**src/rtl/btn_debounce_multi.sv**
```systemverilog
// N-channel push-button conditioner: 2-flop synchroniser, consecutive-sample
// debounce, press/release pulses, optional auto-repeat and a priority code.
module btn_debounce_multi #(
  parameter int unsigned NUM_BTN         = 5,
  parameter int unsigned DEBOUNCE_CYCLES = 1000,
  parameter int unsigned REPEAT_DELAY    = 25000000,
  parameter int unsigned REPEAT_PERIOD   = 5000000
) (
  input  logic               Clock,
  input  logic               Reset,
  input  logic [NUM_BTN-1:0] iBtn,
  input  logic [NUM_BTN-1:0] iRepeatEn,
  output logic [NUM_BTN-1:0] oLevel,
  output logic [NUM_BTN-1:0] oPress,
  output logic [NUM_BTN-1:0] oRelease,
  output logic [NUM_BTN-1:0] oRepeat,
  output logic               oAny,
  output logic [((NUM_BTN > 1) ? $clog2(NUM_BTN) : 1)-1:0] oCode
);

  localparam int unsigned DB_W   = $clog2(DEBOUNCE_CYCLES);
  localparam int unsigned RP_MAX = (REPEAT_DELAY > REPEAT_PERIOD) ? REPEAT_DELAY : REPEAT_PERIOD;
  localparam int unsigned RP_W   = $clog2(RP_MAX);
  localparam int unsigned CODE_W = (NUM_BTN > 1) ? $clog2(NUM_BTN) : 1;

  logic [NUM_BTN-1:0] sync1_q, sync2_q;
  logic [NUM_BTN-1:0] level_q, level_d;
  logic [NUM_BTN-1:0] press_q, press_d;
  logic [NUM_BTN-1:0] release_q, release_d;
  logic [NUM_BTN-1:0] repeat_q, repeat_d;
  logic [NUM_BTN-1:0] first_q, first_d;
  logic [DB_W-1:0]    cnt_q  [NUM_BTN];
  logic [DB_W-1:0]    cnt_d  [NUM_BTN];
  logic [RP_W-1:0]    rcnt_q [NUM_BTN];
  logic [RP_W-1:0]    rcnt_d [NUM_BTN];

  // Per-channel debounce and auto-repeat next state
  always_comb begin
    level_d   = level_q;
    press_d   = '0;
    release_d = '0;
    repeat_d  = '0;
    first_d   = first_q;
    for (int i = 0; i < int'(NUM_BTN); i++) begin
      cnt_d[i]  = cnt_q[i];
      rcnt_d[i] = rcnt_q[i];
    end
    for (int i = 0; i < int'(NUM_BTN); i++) begin
      if (sync2_q[i] == level_q[i]) begin
        cnt_d[i] = '0;
      end else if (cnt_q[i] == DB_W'(DEBOUNCE_CYCLES - 1)) begin
        level_d[i]   = sync2_q[i];
        press_d[i]   = sync2_q[i];
        release_d[i] = ~sync2_q[i];
        cnt_d[i]     = '0;
      end else begin
        cnt_d[i] = cnt_q[i] + DB_W'(1);
      end

      // Repeat timer is held cleared unless the button is held and enabled
      if (press_d[i]) begin
        rcnt_d[i]  = '0;
        first_d[i] = 1'b1;
      end else if (!level_q[i] || !iRepeatEn[i] || release_d[i]) begin
        rcnt_d[i]  = '0;
        first_d[i] = 1'b1;
      end else if (first_q[i] && (rcnt_q[i] == RP_W'(REPEAT_DELAY - 1))) begin
        repeat_d[i] = 1'b1;
        rcnt_d[i]   = '0;
        first_d[i]  = 1'b0;
      end else if (!first_q[i] && (rcnt_q[i] == RP_W'(REPEAT_PERIOD - 1))) begin
        repeat_d[i] = 1'b1;
        rcnt_d[i]   = '0;
      end else begin
        rcnt_d[i] = rcnt_q[i] + RP_W'(1);
      end
    end
  end

  always_ff @(posedge Clock) begin
    if (!Reset) begin
      sync1_q   <= '0;
      sync2_q   <= '0;
      level_q   <= '0;
      press_q   <= '0;
      release_q <= '0;
      repeat_q  <= '0;
      first_q   <= '0;
      for (int i = 0; i < int'(NUM_BTN); i++) begin
        cnt_q[i]  <= '0;
        rcnt_q[i] <= '0;
      end
    end else begin
      sync1_q   <= iBtn;
      sync2_q   <= sync1_q;
      level_q   <= level_d;
      press_q   <= press_d;
      release_q <= release_d;
      repeat_q  <= repeat_d;
      first_q   <= first_d;
      for (int i = 0; i < int'(NUM_BTN); i++) begin
        cnt_q[i]  <= cnt_d[i];
        rcnt_q[i] <= rcnt_d[i];
      end
    end
  end

  // Highest-index pressed channel; derived from registered level only
  always_comb begin
    oCode = '0;
    for (int i = 0; i < int'(NUM_BTN); i++) begin
      if (level_q[i]) oCode = CODE_W'(i);
    end
  end

  assign oAny     = |level_q;
  assign oLevel   = level_q;
  assign oPress   = press_q;
  assign oRelease = release_q;
  assign oRepeat  = repeat_q;

endmodule

```
**config.mk**
```make
export PLATFORM = sky130hd
export DESIGN_NAME = btn_debounce_multi
export DESIGN_NICKNAME = d
export VERILOG_FILES = /design/src/rtl/btn_debounce_multi.sv
export SDC_FILE = /design/constraint.sdc
export NUM_CORES = 1
export LEC_CHECK = 0
export ABC_AREA = 1
export BUFFER_PORTS_ARGS = -buffer_cell sky130_fd_sc_hd__clkbuf_2
export CAP_MARGIN = 30
export CORE_MARGIN = 2
export CORE_UTILIZATION = 34
export DETAILED_ROUTE_END_ITERATION = 8
export SYNTH_ARGS = -nofsm -noshare
export SYNTH_HDL_FRONTEND = slang
export SYNTH_SLANG_ARGS = --single-unit
```
**constraint.sdc**
```tcl
create_clock -name Clock -period 2.86 [get_ports Clock]
set_clock_uncertainty 0.2 [all_clocks]
set_input_delay 0.572 -clock Clock [delete_from_list [all_inputs] [get_ports Clock]]
set_output_delay 0.572 -clock Clock [all_outputs]
set_load 0.005 [all_outputs]
```
Word level (Yosys, flattened, before mapping)

Memories as Yosys holds them, arrays and structs flattened.
Index checks and enable logic that the tools add are counted.

Input port bits: 12
Logic and storage cells: 214
ROM bits: 0
Latch bits: 0
Bits in registers: 35
Bits in writable memories: 175
Output and inout port bits: 24
Memories kept: 2

Equality and inequality tests: 20
Reduce and logical (&&, ||, !) cells: 51
Div/mod/pow operators: 0
Bitwise logic cells: 21
Multiply operators: 0
Add/subtract/negate cells: 10
Order comparisons: 0
Multiplexer cells: 91
Shift operators: 0

Memory list:

| memory | depth | width | rd ports | clocked after memory_dff | write ports | RTL line | source |
|---|---|---|---|---|---|---|---|
| rcnt_q | 5     | 25    | 5        | 0                        | 5           | 34       | `logic [RP_W-1:0] rcnt_q [NUM_BTN];` |
| cnt_q  | 5     | 10    | 5        | 0                        | 5           | 32       | `logic [DB_W-1:0] cnt_q [NUM_BTN];` |

Operators by type and width:

| kind                                            | number |
|---|---|
| two-way mux 25 bit                              | 25 |
| two-way mux 10 bit                              | 15 |
| adder 25 x 1 -> 25 bit, second input constant   | 5 |
| == test 25 x 23 -> 1 bit, second input constant | 5 |
| == test 25 bit, second input constant           | 5 |
| adder 10 x 1 -> 10 bit, second input constant   | 5 |
| == test 10 bit, second input constant           | 5 |
| two-way mux 1 bit                               | 48 |
| zero test 1 bit                                 | 15 |
| nonzero test 3 bit                              | 5 |
| OR reduction 3 bit                              | 5 |
| inverter 1 bit                                  | 11 |
| logical AND 1 bit                               | 10 |
| logical OR 1 bit                                | 10 |
| bitwise OR 1 bit                                | 10 |
| AND reduction 2 bit                             | 5 |
| two-way mux 3 bit                               | 3 |
| == test 1 bit                                   | 5 |
| OR reduction 5 bit                              | 1 |

Logic depth before layout (Yosys ltp)

Gate-level depths: netlist of run 1.
An unclocked memory read counts as a cell.

Depth after elaboration: 8
Mapped depth: 11
Mapped depth without buffers: 10

Worst setup path after synthesis of run 1

Ideal clock, no wire load.

Kind: register to register
From: memory rcnt_q[0][0] (netlist bit)
To: memory rcnt_q[0][11] (netlist bit)
Cell stages (with the launch flop): 8
Path buffers: 1
Data arrival time: 1,427 ps
Setup time: 117 ps
Required time: 2,543 ps
Setup slack: 1,116 ps
Period minus slack after synthesis: 1,744 ps
Path through: dfxtp_1 -> ha_1 -> nand3_4 -> nor3_4 -> nand4_1 -> nand3_2 -> buf_6 -> nor2_2

RTL lines:

| item               | RTL line |
|---|---|
| start: declaration | 34 |

Worst setup path in the final report of run 1

From: register level_q[3], in the netlist oLevel[3]
To: output port oCode[0] (netlist bit)

Word-level cells in the longest chain between the ends: 2

Ends and longest elaborated chain:

| item                           | RTL line | source |
|---|---|---|
| start: declaration             | 27       | `logic [NUM_BTN-1:0] level_q, level_d;` |
| start signal: assignment       | 96       | `level_q <= level_d;` |
| two-way mux 3 bit (2 in a row) | 112      | `if (level_q[i]) oCode = CODE_W'(i);` |
| end: declaration               | 18       | `output logic [((NUM_BTN > 1) ? $clog2(NUM_BTN) : 1)-1:0] oCode` |

No other way between the ends.

==> flow_summary.toml, run 1 <==
[outcome]
status = "complete, no violations"

[clocking]
post_cts_resized = 0
numCtsBuffers = 24
clk_pin_slew_ns = 0.06
cts_setup_buffers = 0
cts_tree = "yes"
clock_sinks = 210
postCtsHoldBufs = 0
clockRootBuffer = "clkbuf_16"
htree_levels = 1
clk_latency_ns = 0.52
clockBufferDepth = 3

[logic_synthesis]
syn_area_mm2 = 0.0101
ys_warn_count = 0
synth_edf_count = 0
synth_area_leader_cell = "dfxtp_1"
async_flop_share_pct = 0
synth_commonest_cells = "313 x nor2_1, 298 x nand2_1, 210 x dfxtp_1"
synth_most_common_cell = "nor2_1"
synth_nets = 1461
synth.distinct_cells = 39
ys_seq_elements = 210
synth_top_area_share_pct = 41.6
ys.flop_type = "dfxtp_1"
synth_area_leaders = "dfxtp_1 42%, nor2_1 12%, nand2_1 11%, inv_1 6.8%, xor2_1 6.3%"
ys_seq_area_share_pct = 41.6
syn_inst = 1439
avgSynthCellArea_um2 = 7.02

[critical_path]
rrSetupSlack_ns = 0.65
slowest_stage = "dfxtp_1"
path_buf_inv = 2
max_stage_delay_ns = 0.50
cp.required_ns = 2.09
crit_type = "flip-flop to output port"
crit_path_end_kind = "output port"
regToRegStartpoint = "cnt_q[0][0]"
r2r-end = "rcnt_q[0][24]"
crit_chain = "inv_1, a21oi_1, clkbuf_2"
crit_family = "flip-flops"
cp_max_fo = 6
start_kind = "flip-flop"
r2r_cells = 8
arrival_ns = 1.55

[detailed_routing]
drt-total-wl_um = 21000
detail-route-antenna-nets = 0
viasPerCell = 4.44
wire_per_inst_um = 11.1
drt_iter0_markers = 462
remaining_drc_errors = 0
dr.pass1.iters = 5
vias = 8393

[die]
io_pins = 36
start_util_pct = 34.3
die_y_um = 176
fp.coreArea_mm2 = 0.0295
row_count = 63
die-area_mm2 = 0.0311
fp.dieW_um = 176

[sta]
setup_violations = 0
fin_hold_ws_ns = 0.0349
finalCritPeriodShare_pct = 81.3
final-hold-violation-count = 0
rsz0062_at_grt = "false"
final_max_slew_viol_count = 0
max_freq_mhz = 430
slew_headroom_pct = 52.9
finalSetupTns_ns = 0
period_minus_slack_ns = 2.32
tightest_slew_ns = 0.706

[placed_design]
place.gp.congestion = 0.866
dp_hpwl_um = 15500
numPortBuffers = 35

[final_layout]
syn2layout_area_growth_pct = 14.0
nNetsFinal = 1507
n_antenna_cell = 0
drive_gt1_share_pct = 9.45
fillers = 3124
fin_util_pct = 39.0

[hold_path]
hold_end = "sync1_q[1]"
hold_path_depth = 3
hold_class = "input pin to flip-flop"
hp-start = "iBtn[1]"

[power_and_ir_drop]
p_sw_share_pct = 20.1
power.density_mw_per_mm2 = 540
internal_power_w = 0.00497
seqPwrFrac_pct = 47.4
vdd_drop_max_v = 0.000475
p_sw_w = 0.00125
clkPwrFrac_pct = 51.8
combPwrFrac_pct = 0.8
finalPower_w = 0.00622
p_leak_nw = 3.98

[flow_run]
drv_cap = 0

[grt]
grt_max_degree = 26
grt_pass1_wl_um = 36200
grt_pass1_vias = 7883
antenna_found_initial = 0
track_usage_pct = 13.6
grt-ovfl-total = 0
==> metrics by stage <==
stage,instances,area (µm²),setup slack [ns]
3_3_place_gp,1849,10700,0.669
3_5_place_dp,1849,10700,0.605
2_1_floorplan,1439,10100,1.12
6_report,1892,11500,0.535
5_1_grt,1892,11500,0.410
4_1_cts,1892,11500,0.535
==> layer usage <==
| metal | global-route usage [%] | vias to the layer above | routed length, µm |
|---|---|---|---|
| li1 | - | 4554 | - |
| met1 | 18.4 | 3700 | 10500 |
| met2 | 22.7 | 103 | 9350 |
| met3 | 1.72 | 36 | 696 |
| met4 | 3.65 | 0 | 418 |
| met5 | 0 | - | 0 |
==> worst min-delay path, stage by stage <==
cell      delay (ns)
clkbuf_2        0.07
nand2_1         0.04
inv_1           0.04
==> placed cells by master, fill, tap and decap left out, drive strengths merged, types with 8 or more instances in the layout <==
cell      n
inv     192
nor2    347
ha       10
xnor2    27
clkbuf   68
nor3b    13
nand2   301
nand4    38
nand3    98
o21ai     8
a21oi    32
dfxtp   210
xor2     73
nor3     49
==> cell type report <==
type,instances,area (µm²),area share [%]
tap,390,488,4.24
clock inverter,10,131,1.14
sequential,210,4200,36.5
clock buffer,33,716,6.22
timing repair buffer,36,183,1.59
multi-input combinational,1021,5070,44.0
inverter,192,721,6.26
==> worst max-delay path by stage <==
stage | from | end | slack (ns) | depth (start not counted)
3_3_place_gp | cnt_q[0][0] | rcnt_q[0][24] | 0.67 | 8
6_report | oLevel[3] | oCode[0] | 0.54 | 3
3_5_place_dp | cnt_q[0][0] | rcnt_q[0][24] | 0.61 | 8
5_1_grt | cnt_q[0][0] | rcnt_q[0][3] | 0.41 | 8
4_1_cts | oLevel[4] | oAny | 0.53 | 3
2_1_floorplan | rcnt_q[0][0] | rcnt_q[0][11] | 1.12 | 7
==> power groups by stage <==
stage	Combinational, W	Clock (W)	Sequential, W
after floorplan	0.0000286	0	0.00301
after global placement	0.0000473	0	0.00301
after detailed placement	0.0000477	0	0.00301
after CTS	0.0000478	0.00330	0.00295
after global routing	0.0000547	0.00342	0.00295
final	0.0000469	0.00322	0.00295
==> sequential cells by signal (all words and copies together), names as in the netlist <==
signal / cells
cnt_q: 50
sync2_q: 5
oLevel: 5
oRelease: 5
oRepeat: 5
rcnt_q: 125
oPress: 5
sync1_q: 5
first_q: 5
==> cells by family after synthesis <==
family	count (synthesis)	synth area share [%]
simple gates	858	37.3
flops	210	41.6
buf+inv	208	8.20
xor+xnor	100	8.67
compound gates	53	2.96
fa+ha+maj	10	1.24
Power figures use the tool's default switching activity.
==> inputs of run 2 (changes only) <==
==> constraint.sdc (replaced) <==
create_clock -name Clock -period 1.9 [get_ports Clock]
set_clock_uncertainty 0.2 [all_clocks]
set_input_delay 0.38 -clock Clock [delete_from_list [all_inputs] [get_ports Clock]]
set_output_delay 0.38 -clock Clock [all_outputs]
set_load 0.005 [all_outputs]
==> run 2 against run 1 <==
Net effect:
- the flow now finishes with violations (hold timing)
- flip-flop and latch count unchanged
- critical path depth unchanged
- global-route usage up 0.48 points
- highest routed layer unchanged
- design area up 5.4%
- largest cell class unchanged
- sequential share of layout area down 1.7 points
- via count up 4.8%
==> flow_summary.toml, run 2 (synthesized netlist as in run 1, its figures left out) <==
[outcome]
status = "finished, violations left"
failed_checks = "hold timing"

[clocking]
clk_pin_slew_ns = 0.06
htree_levels = 1
cts_tree = "yes"
clk_latency_ns = 0.52
clockBufferDepth = 3
clockRootBuffer = "clkbuf_16"
clock_sinks = 210
numCtsBuffers = 23

[hold_path]
hold_end = "first_q[0]"
hp-start = "iRepeatEn[0]"
hold_path_depth = 4
hold_class = "input pin to flip-flop"

[grt]
grt_pass1_wl_um = 37200
grt_max_degree = 26
track_usage_pct = 14.0
grt-ovfl-total = 0
grt_pass1_vias = 8300
antenna_found_initial = 0

[flow_run]
drv_cap = 0

[final_layout]
n_antenna_cell = 0
nNetsFinal = 1554
drive_gt1_share_pct = 13.8
mostFrequentLayoutCells = "301 x nor2_1, 292 x nand2_1, 202 x dfxtp_1, 181 x inv_1, 88 x nand3_1"
fin_area_mm2 = 0.0121
layout_commonest_cell = "nor2_1"
largest_register = "rcnt_q"
largest_register_ffs = 125
syn2layout_area_growth_pct = 20.1
reg_top3 = "rcnt_q (125), cnt_q (50)"

[sta]
final-hold-violation-count = 1
final_max_slew_viol_count = 0
finalSetupTns_ns = 0
rsz0062_at_grt = "true"
tightest_slew_ns = 0.414
period_minus_slack_ns = 1.86
setup_violations = 0
fin_hold_ws_ns = -0.00220
finalCritPeriodShare_pct = 97.7
slew_headroom_pct = 72.4
max_freq_mhz = 539

[critical_path]
arrival_ns = 1.28
r2r-end = "rcnt_q[0][96]"
crit_type = "flip-flop to output port"
crit_chain = "nor2_2, nand4_1, clkbuf_2"
cp_max_fo = 3
rrSetupSlack_ns = 0.09
start_kind = "flip-flop"
cp.required_ns = 1.32
r2r_cells = 9
max_stage_delay_ns = 0.37
slowest_stage = "dfxtp_4"
regToRegStartpoint = "rcnt_q[0][75]"
crit_path_end_kind = "output port"

[placed_design]
numPortBuffers = 35
place_area_mm2 = 0.0110
dp_hpwl_um = 15900
place.gp.congestion = 0.889

[die]
start_util_pct = 34.3
fp.coreArea_mm2 = 0.0295
row_count = 63
die-area_mm2 = 0.0311
die_y_um = 176
fp.dieW_um = 176
io_pins = 36

[power_and_ir_drop]
internal_power_w = 0.00738
combPwrFrac_pct = 0.9
p_leak_nw = 4.26
clkPwrFrac_pct = 51.0
p_sw_share_pct = 19.9
seqPwrFrac_pct = 48.1
vdd_drop_max_v = 0.000657
p_sw_w = 0.00184
power.density_mw_per_mm2 = 760

[detailed_routing]
wire_per_inst_um = 11.2
viasPerCell = 4.54
dr.pass1.iters = 5
drt_iter0_markers = 430
vias = 8796
detail-route-antenna-nets = 0
remaining_drc_errors = 0
drt-total-wl_um = 21700
## run 2: changes by cell type in the layout (fill, tap and decap cells not counted), moves of 5 or more
cell,change
buf_12,+8
buf_4,+31
dfxtp_1,-8
dfxtp_2,+6
dlygate4sd3_1,+7
nand2_1,-6
nand2_2,+5
nor2_1,-12
nor2_2,+6
nor2_4,+6
## run 2: layout make-up
type	instances	area, µm²
Clock buffer	33	653
Clock inverter	8	144
Fill cell	3084	17300
Inverter	192	723
Multi-Input combinational cell	1021	5210
Sequential cell	210	4220
Tap cell	390	488
Timing Repair Buffer	84	696
## run 2: repair_timing
item | in CTS | in global routing
hold endpoints to repair | 7 | 0
setup buffers | 0 | 7
gates cloned | 0 | 2
pin swaps | 0 | 11
resized for setup | 12 | 40
hold buffers | 7 | 0
setup endpoints to repair | 3 | 126
## run 2: metal layers
metal / global-route usage [%] / vias to the layer above / wire, µm
met5: 0 / - / 0
met4: 4.17 / 0 / 471
met3: 1.85 / 34 / 771
met2: 24.3 / 157 / 10200
met1: 18.2 / 3933 / 10300
li1: - / 4672 / -
## run 2: worst max-delay path, delay by kind of cell (launching register included)
kind                   cells  cell delay [ns]
buffers and inverters      1             0.14
DFF                        1             0.37
and+or+nand+nor            2             0.25
## run 2: how the worst max path moves through the flow
stage / startpoint / endpoint / slack, ns / cells after the start
final: oLevel[3] / oAny / 0.04 / 3
after global routing: cnt_q[0][12] / cnt_q[0][19] / -0.03 / 8
after CTS: oLevel[2] / oCode[0] / -0.007 / 4
after detailed placement: cnt_q[0][0] / rcnt_q[0][2] / 0.05 / 9
after global placement: rcnt_q[0][75] / rcnt_q[0][88] / 0.09 / 9
after floorplan: rcnt_q[0][0] / rcnt_q[0][11] / 0.16 / 7
## run 2: through the flow
stage | utilization, % | instances | total power [W] | hold WS [ns] | worst slack [ns]
2_1_floorplan | - | 1439 | 0.00457 | 0.190 | 0.156
3_3_place_gp | 37.3 | 1881 | 0.00460 | 0.200 | 0.0942
3_5_place_dp | 37.3 | 1881 | 0.00461 | 0.202 | 0.0540
4_1_cts | 40.3 | 1929 | 0.00935 | 0.0227 | -0.00652
5_1_grt | 41.2 | 1938 | 0.00955 | 0.0375 | -0.0349
6_report | 41.2 | 1938 | 0.00922 | -0.00220 | 0.0432
## run 2: power by group through the flow
stage / sequential (W) / clock [W] / combinational (W)
after detailed placement: 0.00453 / 0 / 0.0000736
after global placement: 0.00453 / 0 / 0.0000732
after floorplan: 0.00453 / 0 / 0.0000431
after CTS: 0.00443 / 0.00484 / 0.0000847
final: 0.00443 / 0.00470 / 0.0000841
after global routing: 0.00443 / 0.00502 / 0.0000963
